`config.mk`:
```
export PLATFORM = sky130hd
export DESIGN_NAME = uart_tx_scheduler
export DESIGN_NICKNAME = d
export VERILOG_FILES = /design/src/rtl/uart_pkg.sv /design/src/rtl/uart_sync_fifo.sv /design/src/rtl/uart_tx_scheduler.sv
export SDC_FILE = /design/constraint.sdc
export NUM_CORES = 1
export LEC_CHECK = 0
export BUFFER_PORTS_ARGS = -buffer_cell sky130_fd_sc_hd__buf_2
export CORE_UTILIZATION = 61
export CTS_CLUSTER_SIZE = 16
export DETAILED_ROUTE_END_ITERATION = 6
export PLACE_DENSITY = 0.75
export SLEW_MARGIN = 20
export SYNTH_ARGS = -nofsm -noshare
export SYNTH_HDL_FRONTEND = slang
export SYNTH_SLANG_ARGS = --single-unit
```
`constraint.sdc`:
```
create_clock -name CLK -period 3.47 [get_ports CLK]
set_input_delay 0.1735 -clock CLK [delete_from_list [all_inputs] [get_ports CLK]]
set_output_delay 0.1735 -clock CLK [all_outputs]
set_load 0.05 [all_outputs]
```
`src/rtl/uart_pkg.sv`:
```
// Shared UART definitions: frame width, bit/frame timing derivation and the
// transmit scheduler FSM state type.
package uart_pkg;

  localparam int FrameWidth = 10;

  typedef struct packed {
    logic [31:0] ticks_per_bit;
    logic [31:0] frame_cycles;
  } uart_timing_t;

  // Frame cycles add two clocks for the transmitter's load and stop-bit turnaround.
  function automatic uart_timing_t uart_timing(input int clock_frequency, input int baud_rate);
    uart_timing_t t;
    t.ticks_per_bit = 32'(clock_frequency / baud_rate);
    t.frame_cycles  = 32'(FrameWidth) * t.ticks_per_bit + 32'd2;
    return t;
  endfunction

  typedef enum logic [1:0] {
    IDLE,
    SEND,
    WAIT
  } sched_state_t;

endpackage

```
`src/rtl/uart_sync_fifo.sv`:
```
// Synchronous circular-buffer FIFO with extra-MSB pointers for full/empty.
// Occupancy output exists only when UART_TX_SCHED_LEVEL_EN is defined.
module uart_sync_fifo #(
  parameter int Depth = 16,
  parameter int Width = 8
) (
  input  logic             clk,
  input  logic             rst,
  input  logic             push,
  input  logic [Width-1:0] push_data,
  input  logic             pop,
  output logic [Width-1:0] head,
  output logic             full,
  output logic             empty
`ifdef UART_TX_SCHED_LEVEL_EN
  ,
  output logic [$clog2(Depth):0] level
`endif
);

  localparam int AddrWidth = $clog2(Depth);

  logic [AddrWidth:0] wr_ptr;
  logic [AddrWidth:0] rd_ptr;
  logic [Width-1:0]   mem [Depth];
  logic               do_push;
  logic               do_pop;

  // Same index with differing wrap bits means the writer has lapped the reader.
  assign full    = (wr_ptr[AddrWidth] != rd_ptr[AddrWidth]) &&
                   (wr_ptr[AddrWidth-1:0] == rd_ptr[AddrWidth-1:0]);
  assign empty   = (wr_ptr == rd_ptr);
  assign do_push = push && !full;
  assign do_pop  = pop && !empty;
  assign head    = mem[rd_ptr[AddrWidth-1:0]];

  always_ff @(posedge clk or posedge rst) begin
    if (rst) begin
      wr_ptr <= '0;
      rd_ptr <= '0;
    end else begin
      if (do_push) wr_ptr <= wr_ptr + (AddrWidth+1)'(1);
      if (do_pop)  rd_ptr <= rd_ptr + (AddrWidth+1)'(1);
    end
  end

  always_ff @(posedge clk) begin
    if (do_push) mem[wr_ptr[AddrWidth-1:0]] <= push_data;
  end

`ifdef UART_TX_SCHED_LEVEL_EN
  assign level = wr_ptr - rd_ptr;
`endif

endmodule

```
`src/rtl/uart_tx_scheduler.sv`:
```
// Buffers producer bytes and paces one-cycle send pulses so the busy-less UART
// transmitter never receives a request mid-frame. Optional o_level: UART_TX_SCHED_LEVEL_EN.
module uart_tx_scheduler
  import uart_pkg::*;
#(
  parameter int ClockFrequency = 50_000_000,
  parameter int BaudRate       = 115200,
  parameter int Depth          = 16
) (
  input  logic       CLK,
  input  logic       RST,
  input  logic       i_valid,
  input  logic [7:0] i_data,
  output logic       o_ready,
  output logic       o_send,
  output logic [7:0] o_frame,
  output logic       o_busy
`ifdef UART_TX_SCHED_LEVEL_EN
  ,
  output logic [$clog2(Depth):0] o_level
`endif
);

  localparam uart_timing_t Timing      = uart_timing(ClockFrequency, BaudRate);
  localparam int           FrameCycles = int'(Timing.frame_cycles);
  localparam int           CountWidth  = $clog2(FrameCycles);
  // SEND plus (FrameCycles-2 .. 0) in WAIT spaces consecutive sends FrameCycles apart.
  localparam logic [CountWidth-1:0] ReloadValue = CountWidth'(FrameCycles - 2);

  sched_state_t          state;
  sched_state_t          next_state;
  logic [CountWidth-1:0] count;
  logic [CountWidth-1:0] next_count;
  logic                  fifo_full;
  logic                  fifo_empty;
  logic [7:0]            head;
  logic                  pop;

  assign pop     = (state == SEND);
  assign o_ready = !fifo_full;
  assign o_busy  = (state != IDLE) || !fifo_empty;

  uart_sync_fifo #(
    .Depth(Depth),
    .Width(8)
  ) fifo_inst (
    .clk      (CLK),
    .rst      (RST),
    .push     (i_valid),
    .push_data(i_data),
    .pop      (pop),
    .head     (head),
    .full     (fifo_full),
    .empty    (fifo_empty)
`ifdef UART_TX_SCHED_LEVEL_EN
    ,
    .level    (o_level)
`endif
  );

  always_comb begin
    next_state = state;
    next_count = count;
    case (state)
      IDLE: if (!fifo_empty) next_state = SEND;
      SEND: begin
        next_count = ReloadValue;
        next_state = WAIT;
      end
      WAIT: begin
        if (count == '0) next_state = fifo_empty ? IDLE : SEND;
        else             next_count = count - CountWidth'(1);
      end
      default: next_state = IDLE;
    endcase
  end

  // o_send/o_frame are registered copies of the SEND decision; o_frame holds afterwards.
  always_ff @(posedge CLK or posedge RST) begin
    if (RST) begin
      state   <= IDLE;
      count   <= '0;
      o_send  <= 1'b0;
      o_frame <= 8'h00;
    end else begin
      state  <= next_state;
      count  <= next_count;
      o_send <= (next_state == SEND);
      if (next_state == SEND) o_frame <= head;
    end
  end

endmodule
```
After elaboration in Yosys (flattened, before gate mapping)

Memories as Yosys holds them, arrays and structs flattened. A register that Yosys moved wholly into a read port is not among the register bits.
Cells that the tools add are included.

Memories kept: 1
Bits in writable memories: 128
Register bits: 26
Logic and storage cells: 35

Equality and inequality tests: 7
Reduce and logical (&&, ||, !) cells: 11
Mux-type cells: 8
$add $sub $neg: 3

Memory list:

| memory        | depth | bits a word | read ports | clocked after memory_dff | write ports | line                 | source |
|---|---|---|---|---|---|---|---|
| fifo_inst.mem | 16    | 8           | 1          | 1                        | 1           | uart_sync_fifo.sv:25 | `logic [Width-1:0] mem [Depth];` |

Operator list:

| operator                                                             | count |
|---|---|
| 13-bit one-hot mux with 2 select lines                               | 1 |
| 13-bit zero test                                                     | 1 |
| 13-bit two-way mux                                                   | 1 |
| 13-bit by 1-bit subtractor with 13-bit output, second input constant | 1 |
| 5-bit by 1-bit adder with 5-bit output, second input constant        | 2 |
| 2-bit one-hot mux with 3 select lines                                | 1 |
| 5-bit == test                                                        | 1 |
| 2-bit by 1-bit == test with 1-bit output, second input constant      | 2 |
| 4-bit == test                                                        | 1 |
| 2-bit two-way mux                                                    | 2 |
| 2-bit nonzero test                                                   | 2 |
| 1-bit logical AND                                                    | 3 |
| 1-bit two-way mux                                                    | 3 |
| 2-bit == test, second input constant                                 | 1 |
| 1-bit zero test                                                      | 2 |
| 2-bit zero test                                                      | 1 |
| 2-bit != test, second input constant                                 | 1 |
| 2-bit AND reduction                                                  | 1 |
| 1-bit logical OR                                                     | 1 |
| 1-bit != test                                                        | 1 |

Depth between registers and ports, before layout

Gate-level depths: netlist of run 1.

Word-level depth: 6
Gate-level depth with buffers: 8
Mapped depth without buffers: 7

Hierarchy

A second synthesis of run 1 with hierarchy kept.

Cell total of the unflattened synthesis: 386
Area total of the unflattened synthesis: 6,790.3 um^2

By module, submodules not included:

| module            | sequential area each (um^2) | cells an instance | area an instance (um^2) | instances |
|---|---|---|---|---|
| uart_sync_fifo    | 4,093.9                     | 279               | 5,585.4                 | 1 |
| uart_tx_scheduler | 600.6                       | 107               | 1,204.9                 | 1 |

Worst setup path after synthesis of run 1

No wires, ideal clock.

Path type: reg-to-reg
Start point: reg fifo_inst.wr_ptr[3]
End point: mem fifo_inst.mem[3][0], enable pin
Data arrival time: 2.084 ns
Required time: 3.087 ns
Stages on the path, launching flop included: 7
Buffers on the path: 1
Period minus slack after synthesis: 2.468 ns
Path slack: 1.002 ns
Setup time: 0.383 ns
Path through: dfrtp_1 -> clkbuf_1 -> xor2_1 -> nor4_1 -> a21boi_1 -> nand2_1 -> nor3_1

Word-level cells in the longest chain between the ends: 6

RTL lines:

| what                                    | line                 | source |
|---|---|---|
| start, declared                         | uart_sync_fifo.sv:23 | `logic [AddrWidth:0] wr_ptr;` |
| start signal, assigned                  | uart_sync_fifo.sv:42 | `if (do_push) wr_ptr <= wr_ptr + (AddrWidth+1)'(1);` |
| 4-bit == test                           | uart_sync_fifo.sv:31 | `(wr_ptr[AddrWidth-1:0] == rd_ptr[AddrWidth-1:0]);` |
| 1-bit logical AND                       | uart_sync_fifo.sv:30 | `assign full = (wr_ptr[AddrWidth] != rd_ptr[AddrWidth]) &&` |
| 1-bit zero test                         | uart_sync_fifo.sv:33 | `assign do_push = push && !full;` |
| 1-bit logical AND                       | uart_sync_fifo.sv:33 |  |
| 1-bit two-way mux                       | uart_sync_fifo.sv:48 | `if (do_push) mem[wr_ptr[AddrWidth-1:0]] <= push_data;` |
| 1-bit two-way mux (implied by the code) | uart_sync_fifo.sv:48 |  |
| end, declared                           | uart_sync_fifo.sv:25 |  |

Parallel ways exist; a longest one is shown, timed or not.

Worst setup path in the final report of run 1

Start point: reg fifo_inst.rd_ptr[0]
End point: out o_busy

Word-level cells in the longest chain between the ends: 3

RTL lines:

| what                   | line                    | source |
|---|---|---|
| start, declared        | uart_sync_fifo.sv:24    | `logic [AddrWidth:0] rd_ptr;` |
| start signal, assigned | uart_sync_fifo.sv:43    | `if (do_pop) rd_ptr <= rd_ptr + (AddrWidth+1)'(1);` |
| 5-bit == test          | uart_sync_fifo.sv:32    | `assign empty = (wr_ptr == rd_ptr);` |
| 1-bit zero test        | uart_tx_scheduler.sv:41 | `assign o_busy = (state != IDLE) \|\| !fifo_empty;` |
| 1-bit logical OR       | uart_tx_scheduler.sv:41 |  |
| end, declared          | uart_tx_scheduler.sv:17 | `output logic o_busy` |

No other way between the ends.

==> results of run 1 <==
-- kinds of logic (layout without fill, tap and decap cells) --
logic type / after synthesis / after routing / share of synthesized area (%)
AOI/OAI and AO/OA: 51 / 51 / 5.38
xor gates and xnor gates: 17 / 17 / 2.24
adders and majority gates: 6 / 6 / 1.13
buffers and inverters: 32 / 85 / 1.94
DFF: 162 / 162 / 70.6
muxes: 65 / 65 / 11.9
and+or+nand+nor: 89 / 89 / 6.83
-- repair_timing --
action | in CTS | in global routing
resized for setup | 0 | 0
hold buffers | 2 | 0
endpoints found under the hold margin | 50 | 0
-- metrics by stage --
stage                     setup WS, ps  utilization (%)  power [uW]
after floorplan                   1000                -        4230
after detailed placement           961             66.8        4770
after global routing               725             72.8        6980
after global placement            1050             66.8        4710
after CTS                          860             72.8        6700
final                              864             72.8        6660
-- state kept, by name, indices dropped and copies added, names as in the netlist --
signal and count:
fifo_inst.mem 128, o_send 1, count 13, state 2, fifo_inst.wr_ptr 5, o_frame 8
fifo_inst.rd_ptr 5
-- layout make-up --
type | instances | share of cell area [%]
tap | 136 | 2.24
clock buffer | 20 | 5.59
inverter | 10 | 0.493
sequential | 162 | 61.7
timing repair buffer | 43 | 3.62
multi-input combinational | 228 | 24.0
clock inverter | 12 | 2.38
-- routing by layer --
layer  vias to the layer above  global-route usage [%]  routed length (um)
li1                       1698                       -                   -
met1                      1873                    33.2                5460
met2                       117                    40.8                6340
met3                        19                    5.76                 672
met4                         0                    11.1                 230
met5                         -                       0                   0
-- power by group --
part           internal (uW)  leakage (uW)  switching [uW]
sequential              2410       0.00156             223
clock                   1170      0.000282             725
combinational            842      0.000983            1290
total                   4430       0.00282            2240
-- placed cells by master, fill, tap and decap left out, drive strengths merged, types with 9 or more instances in the layout --
master  Yosys  layout
nand2      20      20
inv        10      11
clkbuf     16      20
buf         6      41
mux2i      48      48
edfxtp    128     128
mux2        9       9
xnor2       9       9
nor2       19      19
nand3      14      14
o21ai      14      14
a22oi      16      16
dfrtp      34      34
-- worst max path at each step --
| stage | from | endpoint |
|---|---|---|
| floorplan | fifo_inst.wr_ptr[3] | fifo_inst.mem[3][0] |
| global placement | count[0] | o_frame[3] |
| detailed placement | fifo_inst.rd_ptr[0] | o_frame[4] |
| CTS | fifo_inst.rd_ptr[0] | o_busy |
| global route | fifo_inst.rd_ptr[0] | o_busy |
| finish | fifo_inst.rd_ptr[0] | o_busy |
==> results.toml, run 1 <==
[outcome]
status = "finished clean"

[worst_setup_path]
crit_path_end_kind = "output pin"
slowest_delay_ps = 590
crit_required_ps = 3300
rr_endpoint = "o_frame[0]"
crit_fanout = 15
r2r_cells = 5
critPathKind = "reg2out"
path_depth = 5
path_delay_family = "simple AND/OR/NAND/NOR gates"
r2r-start = "fifo_inst.rd_ptr[0]"
crit_arrival_ps = 2430
cp_num_buf_inv = 1
slowest_stage = "nor4_1"
r2r_slack_ps = 890
path_cells = "xor2_1 -> nor4_1 -> and2_1 -> nand2_1 -> buf_2"
cp-start-kind = "flop"

[sta]
final_max_slew_viol_count = 0
setup_viol = 0
rsz0062_at_grt = "false"
fin_worst_skew_ps = 8.24
finalCritPeriodShare_pct = 75.1
slew-limit-headroom_pct = 34.2
layout_min_cycle_time_ps = 2610
whs_ps = 47.8
hold_viol = 0
tightest_slew_ps = 987
setup_tns_ps = 0
clock.fmax_ghz = 0.384

[global_route]
antenna_found_initial = 0
globalRoute.totalOverflow = 0
grt_pass1_wl_um = 20100
track_usage_pct = 25.3
grt_pass1_vias = 3713
grt_max_degree = 60

[worst_hold_path]
worstHoldStart = "i_data[3]"
hold_depth = 1
min_path_type = "in2reg"
holdPathEnd = "fifo_inst.mem[7][3]"

[placed_design]
gp_congestion = 0.844
hpwl_um = 7950
portBuffers = 21
place_inst = 577
dpl_cell_area_um2 = 6990

[die]
io_pins = 22
fp.dieH_um = 106
die-area_um2 = 11300
rows = 37
initial_core_util_pct = 63.6
die_w_um = 106
core-area_um2 = 10500

[route]
drt-total-wl_um = 12700
post-route-drc-count = 0
ant_nets = 0
drtIter0Drc = 379
dr.pass1.iters = 5
route.vias.total = 3707
wl_per_cell_um = 20.8
avgViaCountPerCell = 6.07

[layout]
multi_input_area_um2 = 1830
design_area_um2 = 7610
diodes = 0
fin_cells = 611
seq_area_um2 = 4700
drive_gt1_share_pct = 20.0
syn2layout_area_growth_pct = 14.5
layout.nets = 479
nFillCells = 666

[cts]
cts_inserted_buffers = 17
htreeDepth = 4
cts_num_sinks = 162
post_cts_buffers = 0
cts.clk_slew.worst_paths_ps = 60
worstSkewPairLatency_ps = 540
cts_tree = "built"
cts.path.max_buffers = 2
cts_root_buf = "clkbuf_8"

[pwr]
ir_drop_mv = 0.898
p_leak_uw = 0.00282
powerDensity_nw_per_um2 = 875

[synth]
synth_common_cells = "edfxtp_1, mux2i_1, dfrtp_1"
syn_avg_cell_area_um2 = 15.8
yosysSeqAreaShare_pct = 70.6
yosysTopAreaCell = "edfxtp_1"
async_reset_ff_share_pct = 21.0
syn_inst = 422
synth_top_flop_cell = "edfxtp_1"
yosysMostFrequentCell = "edfxtp_1"
yosys_register_bits = 162
syn_nets = 439
synth.area.top_cells = "edfxtp_1, dfrtp_1, mux2i_1"
synthDominantCellAreaShare_pct = 57.8
mappedNetlistArea_um2 = 6650
yosysUniqueCellTypes = 42
synth-edff-count = 128
synth_warnings = 0

[run]
drv_cap = 0
Note: power is estimated with default switching activity, not from simulation.
==> run 2: changes to the inputs <==
CORE_UTILIZATION = 55   (was 61)
PLACE_DENSITY = 0.72   (was 0.75)
clock period = 2.19 ns   (was 3.47 ns; I/O delays follow)
==> run 2 against run 1 <==
The flow now finishes with violations (design-rule violations, negative setup slack). Sequential power grew 55%. Routed wire length grew 7.0%. Combinational power grew 84%. Clock skew shrank 1.6 ps. Cell count grew 5.1%. Core utilization shrank 4.0 points. Global-route usage shrank 1.4 points. Critical path type is now reg2reg. Critical endpoint is now o_frame[1].
==> results.toml, run 2 (synthesized netlist as in run 1, its figures left out) <==
[outcome]
status = "finished with violations"
violations = "design-rule violations, negative setup slack"

[placed_design]
pre_cts_slack_ps = -56.1
hpwl_um = 8410
portBuffers = 21
gp_congestion = 0.782

[layout]
layout.nets = 503
syn2layout_area_growth_pct = 20.1
diodes = 0
drive_gt1_share_pct = 27.3
nFillCells = 773
seq_area_um2 = 4700
final_common_cell = "edfxtp_1"
multi_input_area_um2 = 1920
layout_common_cells = "edfxtp_1, mux2i_1, buf_4, dfrtp_1, buf_2"
largest_reg_flops = 128

[sta]
fin_worst_skew_ps = 6.62
tightest_slew_ps = 454
setup_viol = 8
clock.fmax_ghz = 0.440
layout_min_cycle_time_ps = 2270
rsz0062_at_grt = "true"
hold_viol = 0
slew-limit-headroom_pct = 69.8
finalCritPeriodShare_pct = 104
final_max_slew_viol_count = 0
final.setup.worst_slack_ps = -81.3

[cts]
htreeDepth = 4
cts.clk_slew.worst_paths_ps = 60
cts_inserted_buffers = 17
cts_root_buf = "clkbuf_16"
cts_tree = "built"
cts_num_sinks = 162
worstSkewPairLatency_ps = 430
cts.path.max_buffers = 2

[die]
die-area_um2 = 12500
die_w_um = 112
io_pins = 22
initial_core_util_pct = 57.3
fp.dieH_um = 112
rows = 39
core-area_um2 = 11600

[worst_setup_path]
path_cells = "or4_4 -> nand2b_4 -> or3_1 -> a211o_1 -> buf_12 -> mux2_4"
crit_required_ps = 2500
cp-start-kind = "flop"
crit_fanout = 10
critPathKind = "reg2reg"
crit_path_end_kind = "flop"
crit_arrival_ps = 2580
path_delay_family = "simple AND/OR/NAND/NOR gates"
slowest_stage = "or4_4"
cp_num_buf_inv = 1
slowest_delay_ps = 540

[route]
post-route-drc-count = 4
wl_per_cell_um = 21.2
dr.pass1.iters = 7
avgViaCountPerCell = 5.96
route.vias.total = 3826
drtIter0Drc = 425
ant_nets = 0
drt-total-wl_um = 13600

[pwr]
clockPowerShare_pct = 26.9
internal-power_uw = 7230
powerDensity_nw_per_um2 = 1370
seq_power_share_pct = 37.4
p_comb_share_pct = 35.7
p_leak_uw = 0.00298
switching_power_uw = 3710
ir_drop_mv = 0.859
power_uw = 10900
switching_share_pct = 33.9

[global_route]
grt_pass1_wl_um = 21400
globalRoute.totalOverflow = 0
grt_max_degree = 60
grt_pass1_vias = 3932
track_usage_pct = 23.9
antenna_found_initial = 0

[run]
drv_cap = 0

[worst_hold_path]
min_path_type = "in2reg"
## run 2: per-layer routing
layer	wire, um	up-vias	share of wire, %	GRT usage (%)
li1	-	1745	-	-
met1	5770	1933	42	32.0
met2	6760	120	50	36.9
met3	759	28	5.6	6.37
met4	300	0	2.2	11.2
met5	0	-	0	0
## run 2: final cells by class
class	count	share of cell area, %
sequential	162	58.8
multi-input combinational	228	24.0
timing repair buffer	67	7.08
clock buffer	18	5.37
tap	143	2.24
clock inverter	14	2.07
inverter	10	0.470
## run 2: timing repair
item                                    CTS  global route
endpoints found under the setup margin    8            16
hold endpoints to repair                 34             0
hold buffers                              1             0
pin swaps                                 0             2
gates resized for setup                   1             6
setup buffers                             0             2
## run 2: worst paths after layout
path                                startpoint             endpoint  slack, ps  cells after the start
min                                  i_data[1]  fifo_inst.mem[6][1]         80                      1
max in group asynchronous                  RST  fifo_inst.rd_ptr[2]       1520                      4
max reg2reg                           count[7]           o_frame[1]        -80                      6
max                                   count[7]           o_frame[1]        -80                      6
min in group asynchronous                  RST           o_frame[4]        330                      4
min reg2reg                fifo_inst.wr_ptr[4]  fifo_inst.wr_ptr[4]        500                      1
## run 2: worst register-to-register path: cells and delay by family (launching register included)
kind	cells	cell delay, ps
muxes	1	300
and+or+nand+nor	3	1010
AOI/OAI and AO/OA	1	310
DFF	1	380
buffers and inverters	1	160
## run 2: power by group through the flow
stage | registers [uW] | logic (uW) | clock network, uW
4_1_cts | 4100 | 3880 | 2990
2_1_floorplan | 4370 | 2410 | 0
3_3_place_gp | 4120 | 3750 | 0
5_1_grt | 4150 | 4200 | 3090
6_report | 4100 | 3910 | 2940
3_5_place_dp | 4150 | 3840 | 0
## run 2: stage by stage
step	hold slack (ps)	TNS, ps	util, %	cells	cell area [um^2]
2_1_floorplan	208	-115	-	422	6720
3_3_place_gp	216	-198	63.2	607	7340
3_5_place_dp	232	-399	63.2	607	7340
4_1_cts	65.8	-655	68.5	640	7950
5_1_grt	74.6	-849	68.8	642	7990
6_report	78.2	-597	68.8	642	7990
==> run 3: changes to the inputs <==
==> constraint.sdc (replaced) <==
create_clock -name CLK -period 2.19 [get_ports CLK]
set_input_delay 0.438 -clock CLK [delete_from_list [all_inputs] [get_ports CLK]]
set_output_delay 0.438 -clock CLK [all_outputs]
set_load 0.05 [all_outputs]
==> run 3 against run 2 <==
The flow still finishes with violations (design-rule violations, negative setup slack). Largest cell class unchanged. Register-to-register slack gained 30 ps. Cell area grew 0.11%. Hold slack gained 21 ps. Combinational power grew 2%.
==> results.toml, run 3 (synthesized netlist as in run 1, its figures left out) <==
[global_route]
grt_max_degree = 60
grt_pass1_vias = 3786
antenna_found_initial = 0
globalRoute.totalOverflow = 0
grt_pass1_wl_um = 20600
track_usage_pct = 23.0

[die]
die_w_um = 112
core-area_um2 = 11600
initial_core_util_pct = 57.3
io_pins = 22
fp.dieH_um = 112
rows = 39
die-area_um2 = 12500

[route]
drt-total-wl_um = 13200
ant_nets = 0
dr.pass1.iters = 7
route.vias.total = 3719
drtIter0Drc = 342
wl_per_cell_um = 20.6
avgViaCountPerCell = 5.80
post-route-drc-count = 4

[cts]
htreeDepth = 4
hold_buffers = 0
cts.path.max_buffers = 2
cts_tree = "built"
cts.clk_slew.worst_paths_ps = 60
cts_inserted_buffers = 17
worstSkewPairLatency_ps = 430
cts_root_buf = "clkbuf_16"
cts_num_sinks = 162

[worst_setup_path]
path_delay_family = "simple AND/OR/NAND/NOR gates"
path_cells = "xor2_1 -> nor4_2 -> buf_4 -> and2_4 -> nand2_2 -> buf_6"
crit_path_end_kind = "output pin"
slowest_delay_ps = 390
r2r_slack_ps = -50
critPathKind = "reg2out"
cp_num_buf_inv = 2
crit_arrival_ps = 1830
cp-start-kind = "flop"
crit_required_ps = 1750
crit_fanout = 4
slowest_stage = "dfrtp_1"

[worst_hold_path]
min_path_type = "in2async"

[layout]
syn2layout_area_growth_pct = 20.2
layout.nets = 504
nFillCells = 766
fin_cells = 641
diodes = 0
largest_reg_flops = 128
design_area_um2 = 8000
drive_gt1_share_pct = 28.1
final_common_cell = "edfxtp_1"
layout_common_cells = "edfxtp_1, mux2i_1, buf_4, dfrtp_1, buf_2"
fin_util_pct = 68.9

[outcome]
violations = "design-rule violations, negative setup slack"
status = "finished with violations"

[sta]
setup_viol = 10
rsz0062_at_grt = "true"
final.setup.worst_slack_ps = -79.1
hold_viol = 0
tightest_slew_ps = 458
fin_worst_skew_ps = 10.4
finalCritPeriodShare_pct = 104
layout_min_cycle_time_ps = 2270
final_max_slew_viol_count = 0
slew-limit-headroom_pct = 69.4
clock.fmax_ghz = 0.441

[run]
drv_cap = 0

[pwr]
p_leak_uw = 0.00299
powerDensity_nw_per_um2 = 1370
ir_drop_mv = 0.873

[placed_design]
place_inst = 608
dpl_cell_area_um2 = 7350
portBuffers = 21
hpwl_um = 8550
gp_congestion = 0.775
pre_cts_slack_ps = -54.2
## run 3: per-stage QoR
stage	hold slack [ps]	TNS, ps	power [uW]
after floorplan	463	-115	6780
after global placement	481	-157	7880
after detailed placement	491	-376	7990
after CTS	117	-525	10900
after global routing	141	-922	11400
final	99.4	-468	10900
## run 3: area by class of cell
cell class	instances	area (um^2)	share of cell area [%]
clock buffer	17	425	5.32
clock inverter	13	144	1.80
inverter	10	37.5	0.469
multi-input combinational	228	1930	24.2
sequential	162	4700	58.7
tap	143	179	2.24
timing repair buffer	68	583	7.29
## run 3: worst reg2reg max path: cells and delay by family (launching register included)
family,cells,cell delay (ps)
buffers and inverters,1,160
AOI/OAI and AO/OA,1,300
and+or+nand+nor,3,1000
muxes,1,290
DFF,1,380
## run 3: worst paths after layout
| check | cells past startpoint | from | endpoint |
|---|---|---|---|
| worst max-delay path | 6 | fifo_inst.wr_ptr[3] | o_busy |
| worst min-delay path | 3 | RST | o_frame[1] |
| worst max register to register | 6 | count[7] | o_frame[3] |
| worst min register to register | 1 | fifo_inst.rd_ptr[4] | fifo_inst.rd_ptr[4] |
| max in group asynchronous | 3 | RST | fifo_inst.rd_ptr[2] |
| min in group CLK | 1 | i_data[5] | fifo_inst.mem[9][5] |
## run 3: timing repair
| action | 4_1_cts | 5_1_grt |
|---|---|---|
| buffers inserted | 3 | 0 |
| gates resized for setup | 7 | 8 |
| gates cloned | 0 | 0 |
| pin swaps | 3 | 0 |
| setup endpoints to repair | 10 | 117 |
## run 3: layer usage
metal / global-route usage [%] / share of wire, % / vias up / routed length (um)
met5: 0 / 0 / - / 0
met1: 30.5 / 42 / 1857 / 5590
met2: 36.8 / 50 / 103 / 6520
li1: - / - / 1747 / -
met3: 6.26 / 6.8 / 12 / 901
met4: 8.18 / 1.2 / 0 / 162
## run 3: power by group
part / internal [uW] / switching [uW] / total (uW)
Combinational: 1660 / 2330 / 3990
Clock: 1760 / 1110 / 2870
Sequential: 3830 / 247 / 4070
